$ cat src/rtl/bicintp_coef_addr_gen.sv
// Bicubic scaler coefficient-address initiator: walks output lines/pixels
// in 11.8 fixed point and drives the weight-ROM v-tap and h-phase reads.
module bicintp_coef_addr_gen #(
    parameter int DIM_W     = 11,
    parameter int FRAC_W    = 8,
    parameter int VWAIT_CYC = 4
) (
    input  logic             sys_clk,
    input  logic             sys_rstn,
    input  logic             frame_start,
    input  logic [DIM_W-1:0] out_hsize,
    input  logic [DIM_W-1:0] out_vsize,
    input  logic [15:0]      h_step,
    input  logic [15:0]      v_step,
    input  logic             pix_ready,
    output logic             pix_valid,
    output logic [DIM_W-1:0] src_x,
    output logic [DIM_W-1:0] src_y,
    output logic [4:0]       rom_h_rd_addr,
    output logic [4:0]       rom_v_rd_addr,
    output logic             rom_v_rd_enb,
    output logic             coef_y_vld,
    output logic             busy,
    output logic             frame_done
);

    localparam int ACC_W = DIM_W + FRAC_W;
    localparam int CNT_W = (VWAIT_CYC > 4) ? $clog2(VWAIT_CYC) : 2;
    localparam logic [CNT_W-1:0] TAP_LAST  = CNT_W'(3);
    localparam logic [CNT_W-1:0] WAIT_LAST = CNT_W'(VWAIT_CYC - 1);

    typedef enum logic [2:0] {
        S_IDLE,
        S_VLOAD,
        S_VWAIT,
        S_HRUN,
        S_LEND,
        S_DONE
    } state_e;

    state_e           state_q, state_d;
    logic [DIM_W-1:0] hsize_q, hsize_d;
    logic [DIM_W-1:0] vsize_q, vsize_d;
    logic [15:0]      hstep_q, hstep_d;
    logic [15:0]      vstep_q, vstep_d;
    logic [ACC_W-1:0] h_acc_q, h_acc_d;
    logic [ACC_W-1:0] v_acc_q, v_acc_d;
    logic [DIM_W-1:0] pix_cnt_q, pix_cnt_d;
    logic [DIM_W-1:0] line_cnt_q, line_cnt_d;
    logic [CNT_W-1:0] cnt_q, cnt_d;

    logic [ACC_W-1:0] h_inc;
    logic [ACC_W-1:0] v_inc;
    logic             pix_last;
    logic             line_last;

    assign h_inc     = ACC_W'(hstep_q);
    assign v_inc     = ACC_W'(vstep_q);
    assign pix_last  = (pix_cnt_q == hsize_q - DIM_W'(1));
    assign line_last = (line_cnt_q == vsize_q - DIM_W'(1));

    // Coordinates and phases are plain slices of the registered accumulators.
    assign src_x         = h_acc_q[ACC_W-1:FRAC_W];
    assign src_y         = v_acc_q[ACC_W-1:FRAC_W];
    assign rom_h_rd_addr = h_acc_q[FRAC_W-1 -: 5];
    assign rom_v_rd_addr = {v_acc_q[FRAC_W-1 -: 3], cnt_q[1:0]};
    assign rom_v_rd_enb  = (state_q == S_VLOAD);
    assign pix_valid     = (state_q == S_HRUN);
    assign coef_y_vld    = (state_q == S_HRUN);
    assign busy          = (state_q != S_IDLE);
    assign frame_done    = (state_q == S_DONE);

    always_ff @(posedge sys_clk or negedge sys_rstn) begin
        if (!sys_rstn) begin
            state_q    <= S_IDLE;
            hsize_q    <= '0;
            vsize_q    <= '0;
            hstep_q    <= '0;
            vstep_q    <= '0;
            h_acc_q    <= '0;
            v_acc_q    <= '0;
            pix_cnt_q  <= '0;
            line_cnt_q <= '0;
            cnt_q      <= '0;
        end else begin
            state_q    <= state_d;
            hsize_q    <= hsize_d;
            vsize_q    <= vsize_d;
            hstep_q    <= hstep_d;
            vstep_q    <= vstep_d;
            h_acc_q    <= h_acc_d;
            v_acc_q    <= v_acc_d;
            pix_cnt_q  <= pix_cnt_d;
            line_cnt_q <= line_cnt_d;
            cnt_q      <= cnt_d;
        end
    end

    always_comb begin
        state_d    = state_q;
        hsize_d    = hsize_q;
        vsize_d    = vsize_q;
        hstep_d    = hstep_q;
        vstep_d    = vstep_q;
        h_acc_d    = h_acc_q;
        v_acc_d    = v_acc_q;
        pix_cnt_d  = pix_cnt_q;
        line_cnt_d = line_cnt_q;
        cnt_d      = cnt_q;
        unique case (state_q)
            S_IDLE: begin
                if (frame_start) begin
                    hsize_d    = out_hsize;
                    vsize_d    = out_vsize;
                    hstep_d    = h_step;
                    vstep_d    = v_step;
                    v_acc_d    = '0;
                    line_cnt_d = '0;
                    cnt_d      = '0;
                    // Empty frames finish without touching the ROM.
                    if (out_hsize == '0 || out_vsize == '0) begin
                        state_d = S_DONE;
                    end else begin
                        state_d = S_VLOAD;
                    end
                end
            end
            S_VLOAD: begin
                if (cnt_q == TAP_LAST) begin
                    cnt_d   = '0;
                    state_d = S_VWAIT;
                end else begin
                    cnt_d = cnt_q + CNT_W'(1);
                end
            end
            S_VWAIT: begin
                if (cnt_q == WAIT_LAST) begin
                    cnt_d     = '0;
                    h_acc_d   = '0;
                    pix_cnt_d = '0;
                    state_d   = S_HRUN;
                end else begin
                    cnt_d = cnt_q + CNT_W'(1);
                end
            end
            S_HRUN: begin
                if (pix_ready) begin
                    h_acc_d   = h_acc_q + h_inc;
                    pix_cnt_d = pix_cnt_q + DIM_W'(1);
                    if (pix_last) begin
                        state_d = S_LEND;
                    end
                end
            end
            S_LEND: begin
                v_acc_d    = v_acc_q + v_inc;
                line_cnt_d = line_cnt_q + DIM_W'(1);
                state_d    = line_last ? S_DONE : S_VLOAD;
            end
            S_DONE: begin
                state_d = S_IDLE;
            end
            default: begin
                state_d = S_IDLE;
            end
        endcase
    end

endmodule
$ cat config.mk
export PLATFORM = sky130hd
export DESIGN_NAME = bicintp_coef_addr_gen
export DESIGN_NICKNAME = d
export VERILOG_FILES = /design/src/rtl/bicintp_coef_addr_gen.sv
export SDC_FILE = /design/constraint.sdc
export NUM_CORES = 1
export LEC_CHECK = 0
export ABC_AREA = 1
export ABC_CLOCK_PERIOD_IN_PS = 2600
export BUFFER_PORTS_ARGS = -buffer_cell sky130_fd_sc_hd__buf_2
export CORE_ASPECT_RATIO = 0.6
export CORE_MARGIN = 5
export CORE_UTILIZATION = 40
export DETAILED_ROUTE_END_ITERATION = 8
export HOLD_SLACK_MARGIN = 0.1
export PLACE_DENSITY = 0.61
export REMOVE_ABC_BUFFERS = 1
export SYNTH_ARGS = -nofsm -noshare
export SYNTH_HDL_FRONTEND = slang
export SYNTH_SLANG_ARGS = --single-unit
$ cat constraint.sdc
create_clock -name sys_clk -period 2.6 [get_ports sys_clk]
set_input_delay 0.52 -clock sys_clk [delete_from_list [all_inputs] [get_ports sys_clk]]
set_output_delay 0.52 -clock sys_clk [all_outputs]
set_load 0.1 [all_outputs]
; Word-level counts from Yosys, hierarchy flattened
; Cells that the tools add are included.
[totals]
regBits = 119
input_bits = 58
output_inout_bits = 37
[op_classes]
addsub = 7
n_eq_ne = 13
mux = 21
reduce_logical = 14
[op_table]
columns = operator, count
row1 = 19-bit one-hot mux with 2 select lines, 2
row2 = 19-bit 2-to-1 mux, 3
row3 = 11-bit one-hot mux with 2 select lines, 2
row4 = 19-bit by 16-bit adder with 19-bit output, 2
row5 = 11-bit 2-to-1 mux, 3
row6 = "11-bit by 1-bit adder with 11-bit output, second input constant", 2
row7 = 11-bit == test, 2
row8 = 11-bit logical NOT, 2
row9 = "11-bit by 1-bit subtractor with 11-bit output, second input constant", 2
row10 = 3-bit 2-to-1 mux, 7
row11 = 3-bit one-hot mux with 5 select lines, 1
row12 = "3-bit by 2-bit == test with 1-bit output, second input constant", 2
row13 = "3-bit == test, second input constant", 2
row14 = "2-bit inequality test, second input constant", 3
row15 = 2-bit AND reduction, 3
row16 = 2-bit nonzero test, 3
row17 = 5-bit AND reduction, 1
row18 = 2-bit 2-to-1 mux, 2
row19 = "2-bit by 1-bit inequality test with 1-bit output, second input constant", 2
row20 = 2-bit one-hot mux with 2 select lines, 1
row21 = "3-bit by 1-bit == test with 1-bit output, second input constant", 1
row22 = 3-bit logical NOT, 1
row23 = 3-bit AND reduction, 1
row24 = 3-bit nonzero test, 1
row25 = 4 further kinds, 4

; Depth between registers and ports, before layout
; Gate-level depths: netlist of run 1.
[depth]
ltp_word = 5
depth_mapped = 16
mapped_depth_nobuf = 16

; Worst setup path before layout of run 1
; OpenSTA, ideal clock, no wires.
[synth_timing]
path_type = flip-flop to flip-flop
from = reg state_q[1]
to = reg state_q[2]
arrival_time_ps = 3343
t_required_ps = 2482
path_slack_ps = -861
stages_incl_launch_ff = 8
period_less_slack_ps = 3461
cell_sequence = dfrtp_1 -> buf_6 -> nor3_1 -> nor2_1 -> o22ai_1 -> nor2_1 -> nand2_1 -> nor2_1
[synth_via]
elab_chain_cells = 3
[synth_lines]
columns = element, line_no
row1 = from (decl), 41  ; state_e state_q, state_d;
row2 = from (signal assigned), 86  ; state_q <= state_d;
row3 = 3-bit by 1-bit == test with 1-bit output *, -
row4 = net rom_v_rd_enb, 21  ; output logic rom_v_rd_enb,
row5 = 2-bit by 1-bit inequality test with 1-bit output (no line), -
row6 = 5-bit AND reduction (no line), -
; The timed path passes the listed nets; every way through them passes the cells marked *.
; A chain may end at the register's enable or synchronous reset.

; Final worst setup path of run 1
[layout_timing]
from = reg state_q[2]
to = out frame_done
[layout_via]
elab_chain_cells = 1
[layout_lines]
columns = element, line_no
row1 = 3-bit == test, 71  ; assign frame_done = (state_q == S_DONE);
row2 = to (decl), 24  ; output logic frame_done
; Every way passes these cells.

==> results.txt, run 1 <==
----------------------------------------------------
[Setup path]
  Delay of the slowest critical-path stage ... 0.50 ns
  Maximum fanout encountered on the critical timing path ... 6
  CP delay by family, top ... buffers and inverters
  WP data arrival ... 1.80 ns
  WP data required ... 2.08 ns
  Kind of critical path ... reg -> out
  CP endpoint kind ... output port
  Type of element launching the critical path ... flop
  Buffers and inverters on the worst path ... 2
  Worst path cell trace ... inv_1 > nor3_1 > buf_2
  Cell type of the slowest stage on the worst timing path ... sky130_fd_sc_hd__buf_2

[Die]
  Height of the die ... 117 um
  Top-level I/O count ... 95
  Die area ... 21800 um2
  Number of standard-cell rows in the floorplan ... 38
  Standard cell core area ... 18300 um2
  Starting density of the core ... 41.3%
  Die boundary width ... 188 um

[Synth]
  Cell Area, Synth ... 7560 um2
  Cell type with the largest total area after synthesis ... sky130_fd_sc_hd__dfrtp_1
  FF+latch count, synth ... 119
  Area contributors post-synth ... sky130_fd_sc_hd__dfrtp_1, sky130_fd_sc_hd__nand2_1, sky130_fd_sc_hd__ha_1, sky130_fd_sc_hd__inv_1, sky130_fd_sc_hd__o21ai_0
  Fraction of the yosys area taken by sequential cells ... 39.4%
  Count leader, synth ... sky130_fd_sc_hd__nand2_1
  Fraction of synthesis flops using an asynchronous set or reset pin ... 100%
  Most instantiated flip-flop cell in the synthesis netlist ... sky130_fd_sc_hd__dfrtp_1
  Most instantiated cells after synthesis ... sky130_fd_sc_hd__nand2_1, sky130_fd_sc_hd__dfrtp_1, sky130_fd_sc_hd__inv_1
  Number of warnings issued by yosys ... 0
  Avg Synthesized Cell Area ... 7.39 um2
  Post-synth cell types ... 47
  Number of instances in the synthesized netlist ... 1024
  Synth top area share ... 39.4%
  Number of enable flip-flop cells after synthesis ... 0

[Routing]
  TritonRoute pass-1 iters ... 6
  Final routed DRC violation total ... 0
  Number of vias in the routed layout ... 6675
  Average via count per standard cell ... 4.95
  Drt wl/cell ... 14.6 um
  Initial drt markers ... 497
  Post-route ant nets ... 0
  Drt total wl ... 19.6 mm

[Power and ir drop]
  Portion of total power attributed to combinational logic ... 51.4%
  Switching power ... 6040 uW
  Post-layout total power ... 12100 uW
  Clock Power Share ... 22.2%
  Switching Fraction ... 49.8%
  Sequential Power Share ... 26.5%
  Power density over the cells ... 1390 nW/um2
  Worst supply voltage drop on vdd ... 0.673 mV
  P_leak ... 0.00467 uW
  Internal power of the cells ... 6080 uW

[Timing]
  Final critical-path share of the clock period ... 89.1%
  Unrepaired setup endpoints after global routing ... false
  Final Hold Viols ... 0
  Slew @ Worst Pin ... 0.736 ns
  Final-report setup violation count ... 0
  Clk_skew ... 0.0104 ns
  Fin crit period ... 2.32 ns
  Final count of pins violating max slew ... 0
  Normalized max-slew margin ... 50.9%
  Fmax ... 0.432 GHz

[Global routing]
  Pin count of the biggest net entering global routing ... 63
  Gr ovfl total ... 0
  Global-route wire length before repair ... 32.7 mm
  Via count of the first global-routing pass ... 6198
  Antenna violations before repair ... 0
  Overall global routing resource usage ... 18.7%

[Status]
  Run status ... finished, final reports clean

[Cells and area]
  Sequential Area ... 2980 um2
  Number of nets in the final layout ... 1192
  Multi-input logic area ... 3870 um2
  Fill cell instance count of the final layout ... 1828
  Count of antenna diodes in the layout ... 0
  Non-Filler Cell Area, Final ... 8760 um2
  Ratio of cells with drive above 1 in the final layout ... 14.1%
  Number of non-filler instances in the completed layout ... 1348
  Post-synthesis to final-layout area growth ... 15.8%
  Post-Route Utilization ... 47.8%

[Clocking]
  Total clock sinks ... 119
  Clk pin slew, worst setup/hold paths ... 0.06 ns
  Number of H-tree levels ... 4
  # hold bufs at CTS ... 0
  Post-cts resize count ... 0
  Buffer levels on the longest clock path ... 2
  Insertion delay of the later-clocked pin in the worst-skew pair ... 0.42 ns
  Buffer type at the clock tree root ... sky130_fd_sc_hd__clkbuf_16
  CTS tree ... yes
  TritonCTS Buffers ... 17
  Number of buffers inserted by post-CTS setup repair ... 0

[Hold path]
  Hold crit path type ... in -> async

[Placed design]
  Weighted congestion reported at the end of routability-driven placement ... 0.914
  Placed standard-cell area ... 8080 um2
  Detailed Place HPWL ... 14.7 mm
  Buffers on Ports ... 94
  Dpl cells ... 1316

[Job]
  Maxcap violations ... 0

----------------------------------------------------
-- state kept, by name, summed over array words and instances (netlist names) --
register / flops
h_acc_q: 19
vstep_q: 16
hstep_q: 16
state_q: 3
cnt_q: 2
hsize_q: 11
line_cnt_q: 11
vsize_q: 11
v_acc_q: 19
pix_cnt_q: 11
-- path summary, 6_finish.rpt --
check	from	to	slack, ns	depth (start not counted)
max	state_q[2]	frame_done	0.28	3
min	sys_rstn	vsize_q[1]	0.10	1
max reg2reg	hstep_q[0]	h_acc_q[10]	0.33	12
min reg2reg	vstep_q[11]	vstep_q[11]	0.48	2
max in group asynchronous	sys_rstn	vstep_q[11]	1.73	2
min in group sys_clk	h_step[5]	hstep_q[5]	0.29	3
-- metal layers --
layer,track usage [%],wire [um],up-vias
met1,30.9,11100,3039
met3,4.21,1340,23
met4,4.99,228,0
li1,-,-,3441
met2,23.6,6980,172
met5,0,0,-
-- metrics by stage --
stage / setup slack (ns) / TNS (ns) / hold WS, ns
floorplan: -0.864 / -4.94 / 0.224
global placement: 0.415 / 0 / 0.472
detailed placement: 0.360 / 0 / 0.472
global route: 0.114 / 0 / 0.162
CTS: 0.289 / 0 / 0.126
finish: 0.285 / 0 / 0.101
-- power by group through the flow --
stage	sequential, uW	clock [uW]	combinational [uW]
after floorplan	4320	0	3640
after global placement	3210	0	6160
after detailed placement	3210	0	6190
after CTS	3190	2730	6230
after global routing	3310	2820	6940
final	3210	2690	6230
-- kinds of logic after synthesis --
kind of cell               count (synthesis)  share of synthesized area, %
and+or+nand+nor                          522                          29.1
AOI/OAI and AO/OA                        163                          11.8
buffers and inverters                    153                          9.46
DFF                                      119                          39.4
adders and majority gates                 39                          6.65
xor gates and xnor gates                  28                          3.61
-- cell usage in the layout (no fill, tap or decap), drive strengths merged --
master / count
a211oi: 1
a21o: 4
a21oi: 55
a22o: 3
a22oi: 2
a31oi: 2
buf: 102
bufinv: 5
clkbuf: 21
clkinv: 3
clkinvlp: 4
dfrtp: 119
fa: 2
ha: 37
inv: 102
nand2: 339
nand3: 53
nand3b: 4
nand4: 12
nor2: 93
nor3: 13
nor3b: 1
nor4: 5
o211ai: 1
o21a: 2
o21ai: 78
o21bai: 3
o22ai: 6
o31ai: 5
o41ai: 1
or2: 2
xnor2: 12
xnor3: 2
xor2: 14
-- layout make-up --
class                           instances  share of cell area (%)
Timing Repair Buffer                  102                    6.23
Clock inverter                         11                    2.21
Tap cell                              240                    3.43
Inverter                              103                    4.44
Sequential cell                       119                    34.0
Multi-Input combinational cell        752                    44.2
Clock buffer                           21                    5.49
-- worst reg2reg max path: cells and delay by family, from the launching register on --
kind,cells,cell delay (ns)
and+or+nand+nor,6,0.70
adders and majority gates,2,0.56
AOI/OAI and AO/OA,2,0.41
DFF,1,0.34
buffers and inverters,2,0.17
(Power assumes the default switching activity.)
==> run 2, diff against run 1 <==
--- a/config.mk
+++ b/config.mk
@@ -10,10 +10,10 @@
 export BUFFER_PORTS_ARGS = -buffer_cell sky130_fd_sc_hd__buf_2
 export CORE_ASPECT_RATIO = 0.6
 export CORE_MARGIN = 5
-export CORE_UTILIZATION = 40
+export CORE_UTILIZATION = 30
 export DETAILED_ROUTE_END_ITERATION = 8
 export HOLD_SLACK_MARGIN = 0.1
-export PLACE_DENSITY = 0.61
+export PLACE_DENSITY = 0.49
 export REMOVE_ABC_BUFFERS = 1
 export SYNTH_ARGS = -nofsm -noshare
 export SYNTH_HDL_FRONTEND = slang
==> run 2 against run 1 <==
Maximum frequency is 1.1% higher. Highest routed layer unchanged. Clock skew is 0.0029 ns lower. Critical endpoint is now h_acc_q[10]. First-iteration DRC count is 15% lower. Largest power group unchanged. Total power is 3.0% lower.
==> results.txt, run 2 (synthesis gave the netlist of run 1 again) <==
----------------------------------------------------
[Routing]
  Average via count per standard cell ... 4.58
  Initial drt markers ... 422
  TritonRoute pass-1 iters ... 5
  Post-route ant nets ... 0
  Final routed DRC violation total ... 0
  Drt wl/cell ... 14.6 um
  Number of vias in the routed layout ... 6589
  Drt total wl ... 20.9 mm

[Clocking]
  Number of H-tree levels ... 4
  TritonCTS Buffers ... 17
  Number of buffers inserted by post-CTS setup repair ... 0
  CTS tree ... yes
  Buffer levels on the longest clock path ... 2
  Total clock sinks ... 119
  Insertion delay of the later-clocked pin in the worst-skew pair ... 0.43 ns
  Clk pin slew, worst setup/hold paths ... 0.06 ns
  Buffer type at the clock tree root ... sky130_fd_sc_hd__clkbuf_16

[Timing]
  Final critical-path share of the clock period ... 88.1%
  Final count of pins violating max slew ... 0
  Fin crit period ... 2.29 ns
  Fmax ... 0.437 GHz
  Sum of negative setup slack ... 0 ns
  Final-report setup violation count ... 0
  Final Hold Viols ... 0
  Setup ws final ... 0.310 ns
  Clk_skew ... 0.00754 ns
  Unrepaired setup endpoints after global routing ... false
  Slew @ Worst Pin ... 0.756 ns
  Normalized max-slew margin ... 49.6%

[Die]
  Standard cell core area ... 25100 um2
  Number of standard-cell rows in the floorplan ... 45
  Height of the die ... 133 um
  Top-level I/O count ... 95
  Starting density of the core ... 30.2%
  Die boundary width ... 215 um
  Die area ... 28600 um2

[Cells and area]
  Post-Route Utilization ... 35.0%
  Registers with the highest flip-flop counts ... h_acc_q (19), v_acc_q (19)
  Commonest non-fill, non-tap cell in the layout ... sky130_fd_sc_hd__nand2_1
  Ratio of cells with drive above 1 in the final layout ... 13.9%
  Multi-input logic area ... 3870 um2
  Number of non-filler instances in the completed layout ... 1438
  Commonest cells after routing, fill and taps aside ... sky130_fd_sc_hd__nand2_1, sky130_fd_sc_hd__dfrtp_1, sky130_fd_sc_hd__inv_1
  Post-synthesis to final-layout area growth ... 16.0%
  Non-Filler Cell Area, Final ... 8770 um2
  Count of antenna diodes in the layout ... 0
  Fill cell instance count of the final layout ... 2696
  Sequential Area ... 2980 um2
  Number of nets in the final layout ... 1193

[Setup path]
  Reg2Reg Capture Point ... h_acc_q[10]
  Number of cells traversed by the worst register-to-register path ... 12
  Maximum fanout encountered on the critical timing path ... 4
  Kind of critical path ... reg -> reg
  Startpoint of the lowest-slack register-to-register path ... hstep_q[0]
  Cell type of the slowest stage on the worst timing path ... sky130_fd_sc_hd__fa_1
  CP endpoint kind ... flop
  Setup slack of the worst register-to-register path ... 0.31 ns
  Worst path cell trace ... ha_1 > inv_1 > fa_1 > inv_1 > nand3_1 > nand2_1 > nand2_1 > a21oi_1 > a21oi_1 > or2_2 > nand3_1 > nand2_1
  WP data required ... 2.92 ns
  Delay of the slowest critical-path stage ... 0.41 ns
  Type of element launching the critical path ... flop
  Most frequent cell on the critical path ... sky130_fd_sc_hd__nand2_1
  WP data arrival ... 2.61 ns

[Placed design]
  Detailed Place HPWL ... 15.5 mm
  Buffers on Ports ... 94
  Pre-CTS WS ... 0.327 ns
  Dpl cells ... 1405
  Weighted congestion reported at the end of routability-driven placement ... 0.861
  Placed standard-cell area ... 8190 um2

[Hold path]
  Hold crit path type ... in -> reg
  Hold wc startpoint ... h_step[7]
  WHS Path Cells ... 3
  Worst hold endpoint ... hstep_q[7]

[Power and ir drop]
  Power density over the cells ... 1340 nW/um2
  Worst supply voltage drop on vdd ... 0.745 mV
  Clock Power Share ... 19.6%
  Switching power ... 6050 uW
  P_leak ... 0.00463 uW
  Switching Fraction ... 51.4%
  Internal power of the cells ... 5710 uW
  Portion of total power attributed to combinational logic ... 53.1%
  Sequential Power Share ... 27.3%

[Global routing]
  Gr ovfl total ... 0
  Pin count of the biggest net entering global routing ... 63
  Antenna violations before repair ... 0
  Global-route wire length before repair ... 34.2 mm
  Via count of the first global-routing pass ... 6341
  Overall global routing resource usage ... 14.9%

[Job]
  Maxcap violations ... 0

[Status]
  Run status ... finished, final reports clean

----------------------------------------------------
-- run 2: how the worst max path moves through the flow --
| stage | startpoint | endpoint | slack, ns | depth (start not counted) |
|---|---|---|---|---|
| after floorplan | state_q[2] | state_q[2] | -0.86 | 6 |
| after global placement | hstep_q[0] | h_acc_q[10] | 0.44 | 12 |
| after detailed placement | hstep_q[0] | h_acc_q[10] | 0.33 | 12 |
| after CTS | hstep_q[0] | h_acc_q[10] | 0.32 | 12 |
| after global routing | vstep_q[0] | v_acc_q[18] | 0.08 | 15 |
| final | hstep_q[0] | h_acc_q[10] | 0.31 | 12 |
-- run 2: final cells by class --
class                           instances  share of cell area, %
Multi-Input combinational cell        752                   44.1
Sequential cell                       119                   33.9
Clock inverter                          8                  0.799
Clock buffer                           24                   5.72
Tap cell                              329                   4.69
Inverter                              103                   4.43
Timing Repair Buffer                  103                   6.33
-- run 2: layer usage --
layer	global-route usage, %	share of wire, %	wire length, um
met1	23.6	57	12000
met3	4.60	4.6	968
met2	19.4	37	7800
met4	3.45	0.88	184
met5	0	0	0
-- run 2: stage by stage --
stage,total power [uW],hold slack (ns)
5_1_grt,12700,0.264
6_report,11800,0.280
3_5_place_dp,9460,0.470
3_3_place_gp,9460,0.463
2_1_floorplan,7960,0.224
4_1_cts,11900,0.253
-- run 2: critical path, delay by kind of cell (launching register included) --
family          cells  cell delay (ns)
simple gates        6             0.68
buf+inv             2             0.18
fa+ha+maj           2             0.58
flops               1             0.35
compound gates      2             0.38
-- run 2: power groups by stage --
stage	sequential [uW]	combinational, uW	clock (uW)
after floorplan	4320	3640	0
after global placement	3230	6230	0
after detailed placement	3230	6220	0
after CTS	3220	6270	2370
after global routing	3310	6980	2450
final	3220	6240	2310
-- run 2: timing repair --
item | 4_1_cts | 5_1_grt
resized for setup | 0 | 0
hold buffers | 1 | 0
hold endpoints to repair | 21 | 0
